--- config.mk ---
export PLATFORM = sky130hd
export DESIGN_NAME = aes_round_ctrl_flat
export DESIGN_NICKNAME = d
export VERILOG_FILES = /design/src/rtl/aes_pkg.sv /design/src/rtl/aes_round_ctrl_if.sv /design/src/rtl/aes_rcon_rom.sv /design/src/rtl/aes_round_ctrl.sv /design/src/flat_wrapper.sv
export SDC_FILE = /design/constraint.sdc
export NUM_CORES = 1
export LEC_CHECK = 0
export BUFFER_PORTS_ARGS = -buffer_cell sky130_fd_sc_hd__buf_2
export CORE_AREA = 2 2 356 358
export DETAILED_ROUTE_END_ITERATION = 7
export DIE_AREA = 0 0 358 360
export PLACE_DENSITY_LB_ADDON = 0.3
export SYNTH_ARGS = -nofsm -noshare
export SYNTH_HDL_FRONTEND = slang
export SYNTH_SLANG_ARGS = --single-unit
--- constraint.sdc ---
create_clock -name clk -period 4.1 [get_ports clk]
set_input_delay 0.205 -clock clk [delete_from_list [all_inputs] [get_ports clk]]
set_output_delay 0.205 -clock clk [all_outputs]
set_load 0.01 [all_outputs]
--- src/rtl/aes_pkg.sv ---
// Shared AES controller definitions: round counts, FSM encoding, block type, Rcon lookup.
// Latency: n/a (types and pure functions only).
// Backpressure: n/a.
package aes_pkg;

    localparam int BLK_W  = 128;
    localparam int NR_128 = 10;
    localparam int NR_192 = 12;
    localparam int NR_256 = 14;

    // Bit 0 is the MSB of byte 0, so a 128'h literal reads byte 0 first.
    typedef logic [0:BLK_W-1] blk_t;

    typedef enum logic [1:0] {
        IDLE  = 2'd0,
        ROUND = 2'd1,
        DONE  = 2'd2
    } ctrl_state_e;

    // Round constant for round r (1-based); zero for anything outside 1..10.
    function automatic logic [7:0] rcon_of(input int unsigned r);
        case (r)
            1:       rcon_of = 8'h01;
            2:       rcon_of = 8'h02;
            3:       rcon_of = 8'h04;
            4:       rcon_of = 8'h08;
            5:       rcon_of = 8'h10;
            6:       rcon_of = 8'h20;
            7:       rcon_of = 8'h40;
            8:       rcon_of = 8'h80;
            9:       rcon_of = 8'h1b;
            10:      rcon_of = 8'h36;
            default: rcon_of = 8'h00;
        endcase
    endfunction

endpackage

--- src/rtl/aes_round_ctrl_if.sv ---
// Block-level handshake bundle: plaintext/key in (valid/ready), ciphertext out (valid/ready).
// Latency: n/a (wires only).
// Backpressure: in_ready / out_ready carry it; master = producer/consumer side, slave = controller.
interface aes_round_ctrl_if;
    import aes_pkg::*;

    logic in_valid;
    logic in_ready;
    blk_t in_pt;
    blk_t in_key;
    logic out_valid;
    logic out_ready;
    blk_t out_ct;

    modport master (
        output in_valid, in_pt, in_key, out_ready,
        input  in_ready, out_valid, out_ct
    );

    modport slave (
        input  in_valid, in_pt, in_key, out_ready,
        output in_ready, out_valid, out_ct
    );

endinterface

--- src/rtl/aes_rcon_rom.sv ---
// Round-number to Rcon byte lookup, purely combinational.
// Latency: 0 cycles.
// Backpressure: none.
// Ports: rnd_num (round index), rcon (byte; 0x00 for out-of-range index).
module aes_rcon_rom
    import aes_pkg::*;
#(
    parameter int CNT_W = 4
) (
    input  logic [CNT_W-1:0] rnd_num,
    output logic [7:0]       rcon
);

    always_comb begin
        rcon = rcon_of(32'(rnd_num));
    end

endmodule

--- src/rtl/aes_round_ctrl.sv ---
// Iterative AES encryption sequencer: owns state/round-key regs and loops an external round datapath NR times.
// Latency: ciphertext valid NR+1 cycles after the accept cycle (accept cycle counted); one block in flight.
// Backpressure: in_ready low while busy; out_ready low holds DONE with out_ct/out_valid stable.
// Ports: clk, rst (sync, active-high), bus (slave: in_valid/in_ready/in_pt/in_key/out_valid/out_ready/out_ct),
//        rnd_state_o/rnd_key_o/rnd_num_o/rnd_final_o/rcon_o to the datapath, rnd_state_i/rnd_key_i back from it.
// Option: AES_CTRL_PERF_EN adds blk_cnt_o, a wrapping count of completed output handshakes.
module aes_round_ctrl
    import aes_pkg::*;
#(
    parameter int NR    = NR_128,
    parameter int CNT_W = 4
) (
    input  logic              clk,
    input  logic              rst,
    aes_round_ctrl_if.slave   bus,
    output blk_t              rnd_state_o,
    output blk_t              rnd_key_o,
    output logic [CNT_W-1:0]  rnd_num_o,
    output logic              rnd_final_o,
    output logic [7:0]        rcon_o,
    input  blk_t              rnd_state_i,
    input  blk_t              rnd_key_i
`ifdef AES_CTRL_PERF_EN
    ,
    output logic [31:0]       blk_cnt_o
`endif
);

    localparam logic [CNT_W-1:0] LAST_RND = CNT_W'(NR);

    ctrl_state_e      fsm_q, fsm_d;
    blk_t             state_q, state_d;
    blk_t             key_q, key_d;
    logic [CNT_W-1:0] rnd_q, rnd_d;
    logic [7:0]       rcon_raw;

    aes_rcon_rom #(.CNT_W(CNT_W)) u_rcon_rom (
        .rnd_num (rnd_q),
        .rcon    (rcon_raw)
    );

    // State register (FSM plus the datapath registers it sequences).
    always_ff @(posedge clk) begin
        if (rst) begin
            fsm_q   <= IDLE;
            state_q <= '0;
            key_q   <= '0;
            rnd_q   <= '0;
        end else begin
            fsm_q   <= fsm_d;
            state_q <= state_d;
            key_q   <= key_d;
            rnd_q   <= rnd_d;
        end
    end

    // Next-state logic. The counter only advances below LAST_RND, so it cannot wrap.
    always_comb begin
        fsm_d   = fsm_q;
        state_d = state_q;
        key_d   = key_q;
        rnd_d   = rnd_q;
        case (fsm_q)
            IDLE: begin
                if (bus.in_valid) begin
                    // Initial AddRoundKey with K(0) is folded into the load.
                    state_d = bus.in_pt ^ bus.in_key;
                    key_d   = bus.in_key;
                    rnd_d   = CNT_W'(1);
                    fsm_d   = ROUND;
                end
            end
            ROUND: begin
                state_d = rnd_state_i;
                key_d   = rnd_key_i;
                if (rnd_q == LAST_RND) begin
                    fsm_d = DONE;
                end else begin
                    rnd_d = rnd_q + CNT_W'(1);
                end
            end
            DONE: begin
                if (bus.out_ready) begin
                    fsm_d = IDLE;
                end
            end
            default: fsm_d = IDLE;
        endcase
    end

    // Output logic.
    always_comb begin
        bus.in_ready  = (fsm_q == IDLE);
        bus.out_valid = (fsm_q == DONE);
        bus.out_ct    = state_q;
        rnd_state_o   = state_q;
        rnd_key_o     = key_q;
        rnd_num_o     = rnd_q;
        rnd_final_o   = (fsm_q == ROUND) && (rnd_q == LAST_RND);
        rcon_o        = (fsm_q == ROUND) ? rcon_raw : 8'h00;
    end

`ifdef AES_CTRL_PERF_EN
    logic [31:0] blk_cnt_q, blk_cnt_d;

    always_comb begin
        blk_cnt_d = blk_cnt_q;
        if ((fsm_q == DONE) && bus.out_ready) begin
            blk_cnt_d = blk_cnt_q + 32'd1;
        end
    end

    always_ff @(posedge clk) begin
        if (rst) begin
            blk_cnt_q <= '0;
        end else begin
            blk_cnt_q <= blk_cnt_d;
        end
    end

    assign blk_cnt_o = blk_cnt_q;
`endif

endmodule
--- src/flat_wrapper.sv ---
// flat-port wrapper written by rule: the top's interface ports become plain ports
module aes_round_ctrl_flat import aes_pkg::*;
#(
    parameter int NR    = NR_128,
    parameter int CNT_W = 4
)
  (clk, rst, rnd_state_o, rnd_key_o, rnd_num_o, rnd_final_o, rcon_o, rnd_state_i, rnd_key_i, bus_in_valid, bus_in_pt, bus_in_key, bus_out_ready, bus_in_ready, bus_out_valid, bus_out_ct);
  aes_round_ctrl_if bus_i ();
  input  logic clk;
  input  logic rst;
  output blk_t rnd_state_o;
  output blk_t rnd_key_o;
  output logic [CNT_W-1:0] rnd_num_o;
  output logic rnd_final_o;
  output logic [7:0] rcon_o;
  input  blk_t rnd_state_i;
  input  blk_t rnd_key_i;
  input wire logic [$bits(bus_i.in_valid)-1:0] bus_in_valid;
  input wire logic [$bits(bus_i.in_pt)-1:0] bus_in_pt;
  input wire logic [$bits(bus_i.in_key)-1:0] bus_in_key;
  input wire logic [$bits(bus_i.out_ready)-1:0] bus_out_ready;
  output wire logic [$bits(bus_i.in_ready)-1:0] bus_in_ready;
  output wire logic [$bits(bus_i.out_valid)-1:0] bus_out_valid;
  output wire logic [$bits(bus_i.out_ct)-1:0] bus_out_ct;
  assign bus_i.in_valid = bus_in_valid;
  assign bus_i.in_pt = bus_in_pt;
  assign bus_i.in_key = bus_in_key;
  assign bus_i.out_ready = bus_out_ready;
  assign bus_in_ready = bus_i.in_ready;
  assign bus_out_valid = bus_i.out_valid;
  assign bus_out_ct = bus_i.out_ct;
  aes_round_ctrl #(.NR(NR), .CNT_W(CNT_W)) u_core (.clk(clk), .rst(rst), .bus(bus_i), .rnd_state_o(rnd_state_o), .rnd_key_o(rnd_key_o), .rnd_num_o(rnd_num_o), .rnd_final_o(rnd_final_o), .rcon_o(rcon_o), .rnd_state_i(rnd_state_i), .rnd_key_i(rnd_key_i));
endmodule
==> summary.txt <==
Synth
  – Top_reg_cell synth: dfxtp_1
  – Syn. warnings: 0
  – Post-synthesis sequential area ratio: between 30% and 40%
  – Post-synth top area cell: dfxtp_1
  – Most frequent cell after synthesis: dfxtp_1
  – Area contributors post-synth: dfxtp_1 39%, xnor2_1 8.2%, o22a_1 8.1%, nor2_1 7.2%, nand2_1 7.0%
  – Number of enable flip-flop cells after synthesis: 0
  – Share of the synthesized area in the top cell type: about two fifths
  – FF+latch count, synth: 270
  – Mapped cell area: 13800 sq um
  – Synth cell types: 37
  – Syn_nets: 2287
  – Cells after synthesis: 1765
  – Commonest cells in the netlist: 270 x dfxtp_1, 264 x nor2_1, 259 x nand2_1
  – Post-synth ARST share: 0%
  – Mapped Avg Cell Area: 7.82 sq um

Clock network
  – Clk Latency, worst-skew pair: 600 ps
  – Post-CTS Resized: 0
  – Clock Path Buffers: 3
  – CTS Sinks: 270
  – CTS buffer count: 40
  – Setup fix buffers added after clock tree synthesis: 0
  – H-tree Lvls: 2
  – CTS tree: built
  – CTS Hold Bufs: 203
  – Clk Tree Root Cell: clkbuf_16
  – Clk slew on worst S/H paths: roughly 60 ps

Placed design
  – PortBufs: 914
  – RePlAce Congestion: 0.877
  – Post-DP HPWL: 73500 microns
  – Inst Count DP: 4081
  – Cell Area, Placed: 19300 sq um

Setup path
  – Most used cell along the critical path: buf_4
  – Critical setup path kind: register to register
  – Critical path required time: ~4600 ps
  – Critical path, cell by cell: nor2_1 > and2_4 > buf_4 > buf_4 > nand2_1 > o211ai_1 > a21oi_1 > dlygate4sd3_1
  – Crit end category: register
  – Crit-path max FO: 37
  – Slowest-stage cell, CP: dlygate4sd3_1
  – Startpoint types: register
  – Worst Path Arrival: 3270 ps
  – Critical path's largest stage delay: 600 ps

Timing
  – Worst Max-Slew Pin Slew: 910 ps
  – Endpoints failing setup: 0
  – Final hold vios: 0
  – Skew final: 18.6 ps
  – Crit path time final: 2790 ps
  – Fin. max-slew vios: 0
  – TNS Setup: 0 ps
  – Worst relative slew slack: roughly 39%
  – RSZ-0062 raised after global routing: false
  – Max Freq: around 360 MHz
  – Period utilisation layout: 67.9%
  – Worst hold slack: approximately 46 ps

Run
  – Max-cap violations: 0

Die
  – DIE AREA: 129000 sq um
  – Initial Utilization: between 10% and 20%
  – # IOs: 915
  – Core area: ~120000 sq um
  – Die W: 358 microns
  – Die Y: 360 microns
  – # rows: between 100 and 150

GRT
  – GRT Resource Usage Total: 13.8%
  – Number of global-route vias before repair: around 16000
  – Initial antenna violation count: 21
  – First-pass GRT wire length: 126000 microns
  – Largest net degree at the start of global routing: 136
  – Total congestion overflow: 0

Detailed routing
  – Average wire per standard cell: about 22 microns
  – # DRC: 0
  – DR pass1 iterations: 5
  – Via count: between 15000 and 20000
  – Vias per cell: about 3.8
  – 1st-iter DRT viols: 891
  – Total Wirelength: 94100 microns
  – Antenna-violating nets left: 0

Power
  – Power Density: 391 nW/um^2
  – Peak VDD IR: 0.000252 V
  – LEAKAGE: 10.3 nW

Cells and area
  – Layout cells sized above 1: 37.7%
  – Nets: 3198
  – Final core utilization: a little under a fifth
  – Post-Layout Cell Count: 4359
  – Area delta synth->final: 64.1%
  – Non-Filler Cell Area, Final: 22700 sq um

Min path
  – Min-Delay Path Class: primary input to register

Run status
  – Status: finished clean
## layer usage
layer  share of wire [%]  vias to the layer above  track usage [%]  wire (microns)
met3                 7.6                       99             3.87            7190
met5               0.044                        -                0              41
met2                  47                      699             23.4           44600
met4                 1.7                        6             2.54            1630
li1                    -                     7744                -               -
met1                  43                     7889             17.5           40600
## cell families after synthesis
group | Yosys count | share of synthesized area (%)
AND/OR/NAND/NOR | 677 | 20.0
AO/OA/AOI/OAI | 400 | 20.7
adder cells (fa/ha/maj) | 6 | 0.544
flip-flops | 270 | 39.2
multiplexers | 1 | 0.0725
buffers and inverters | 282 | 11.3
XOR/XNOR | 129 | 8.18
## through the flow
| stage | power [W] | setup slack (ps) |
|---|---|---|
| 2_1_floorplan | 0.00410 | 1720 |
| 3_3_place_gp | 0.00517 | 1570 |
| 3_5_place_dp | 0.00517 | 1530 |
| 4_1_cts | 0.00910 | 1340 |
| 5_1_grt | 0.00934 | 1080 |
| 6_report | 0.00886 | 1310 |
## path summary, 6_finish.rpt
path | startpoint | endpoint | slack, ps | cells past startpoint
worst max register to register | u_core.fsm_q[0] | u_core.bus.out_ct[9] | 1310 | 8
worst min register to register | u_core.rnd_key_o[42] | u_core.rnd_key_o[42] | 490 | 2
worst min-delay path | rnd_key_i[10] | u_core.rnd_key_o[10] | 50 | 4
worst max-delay path | u_core.fsm_q[0] | u_core.bus.out_ct[9] | 1310 | 8
## area by class of cell
| type | instances | area [sq um] |
|---|---|---|
| Antenna cell | 1 | 2.50 |
| Clock buffer | 60 | 1230 |
| Clock inverter | 14 | 125 |
| Fill cell | 14400 | 102000 |
| Inverter | 6 | 27.5 |
| Multi-Input combinational cell | 1213 | 6870 |
| Sequential cell | 270 | 5410 |
| Tap cell | 1650 | 2060 |
| Timing Repair Buffer | 1145 | 6930 |
## registers in the layout, indices dropped and copies added (netlist names)
name	count
u_core.rnd_key_o	128
u_core.rnd_num_o	4
u_core.fsm_q	2
u_core.u_rcon_rom.rcon	8
u_core.bus.out_ct	128
## critical path, delay by kind of cell, from the launching register on
family          cells  cell delay (ps)
buf+inv             3             1280
simple gates        3              750
flops               1              410
compound gates      2              180
## power by group
part / total [W] / internal [W] / switching, W
Combinational: 0.00219 / 0.000931 / 0.00126
Clock: 0.00362 / 0.00214 / 0.00148
Sequential: 0.00304 / 0.00285 / 0.000188
Total: 0.00886 / 0.00593 / 0.00293
## cells in the final DEF, fill, tap and decap left out, types with 3 or more instances in the layout
cell type      instances
xnor2_1              129
clkinv_4               3
buf_12                 8
inv_6                  4
buf_2                913
inv_1                  5
clkbuf_8              13
nor3_1               131
clkbuf_16             41
clkbuf_1               6
nor2_1               264
clkinv_2               4
dfxtp_1              269
a21oi_1              130
nand2_1              258
o211ai_1             129
nor2b_1                3
dlygate4sd3_1        203
clkinvlp_4             3
and2_1                 8
buf_4                 20
o22a_1               128
ha_1                   6
nand3_1                3
No activity file was read; power rests on OpenSTA's default activity.
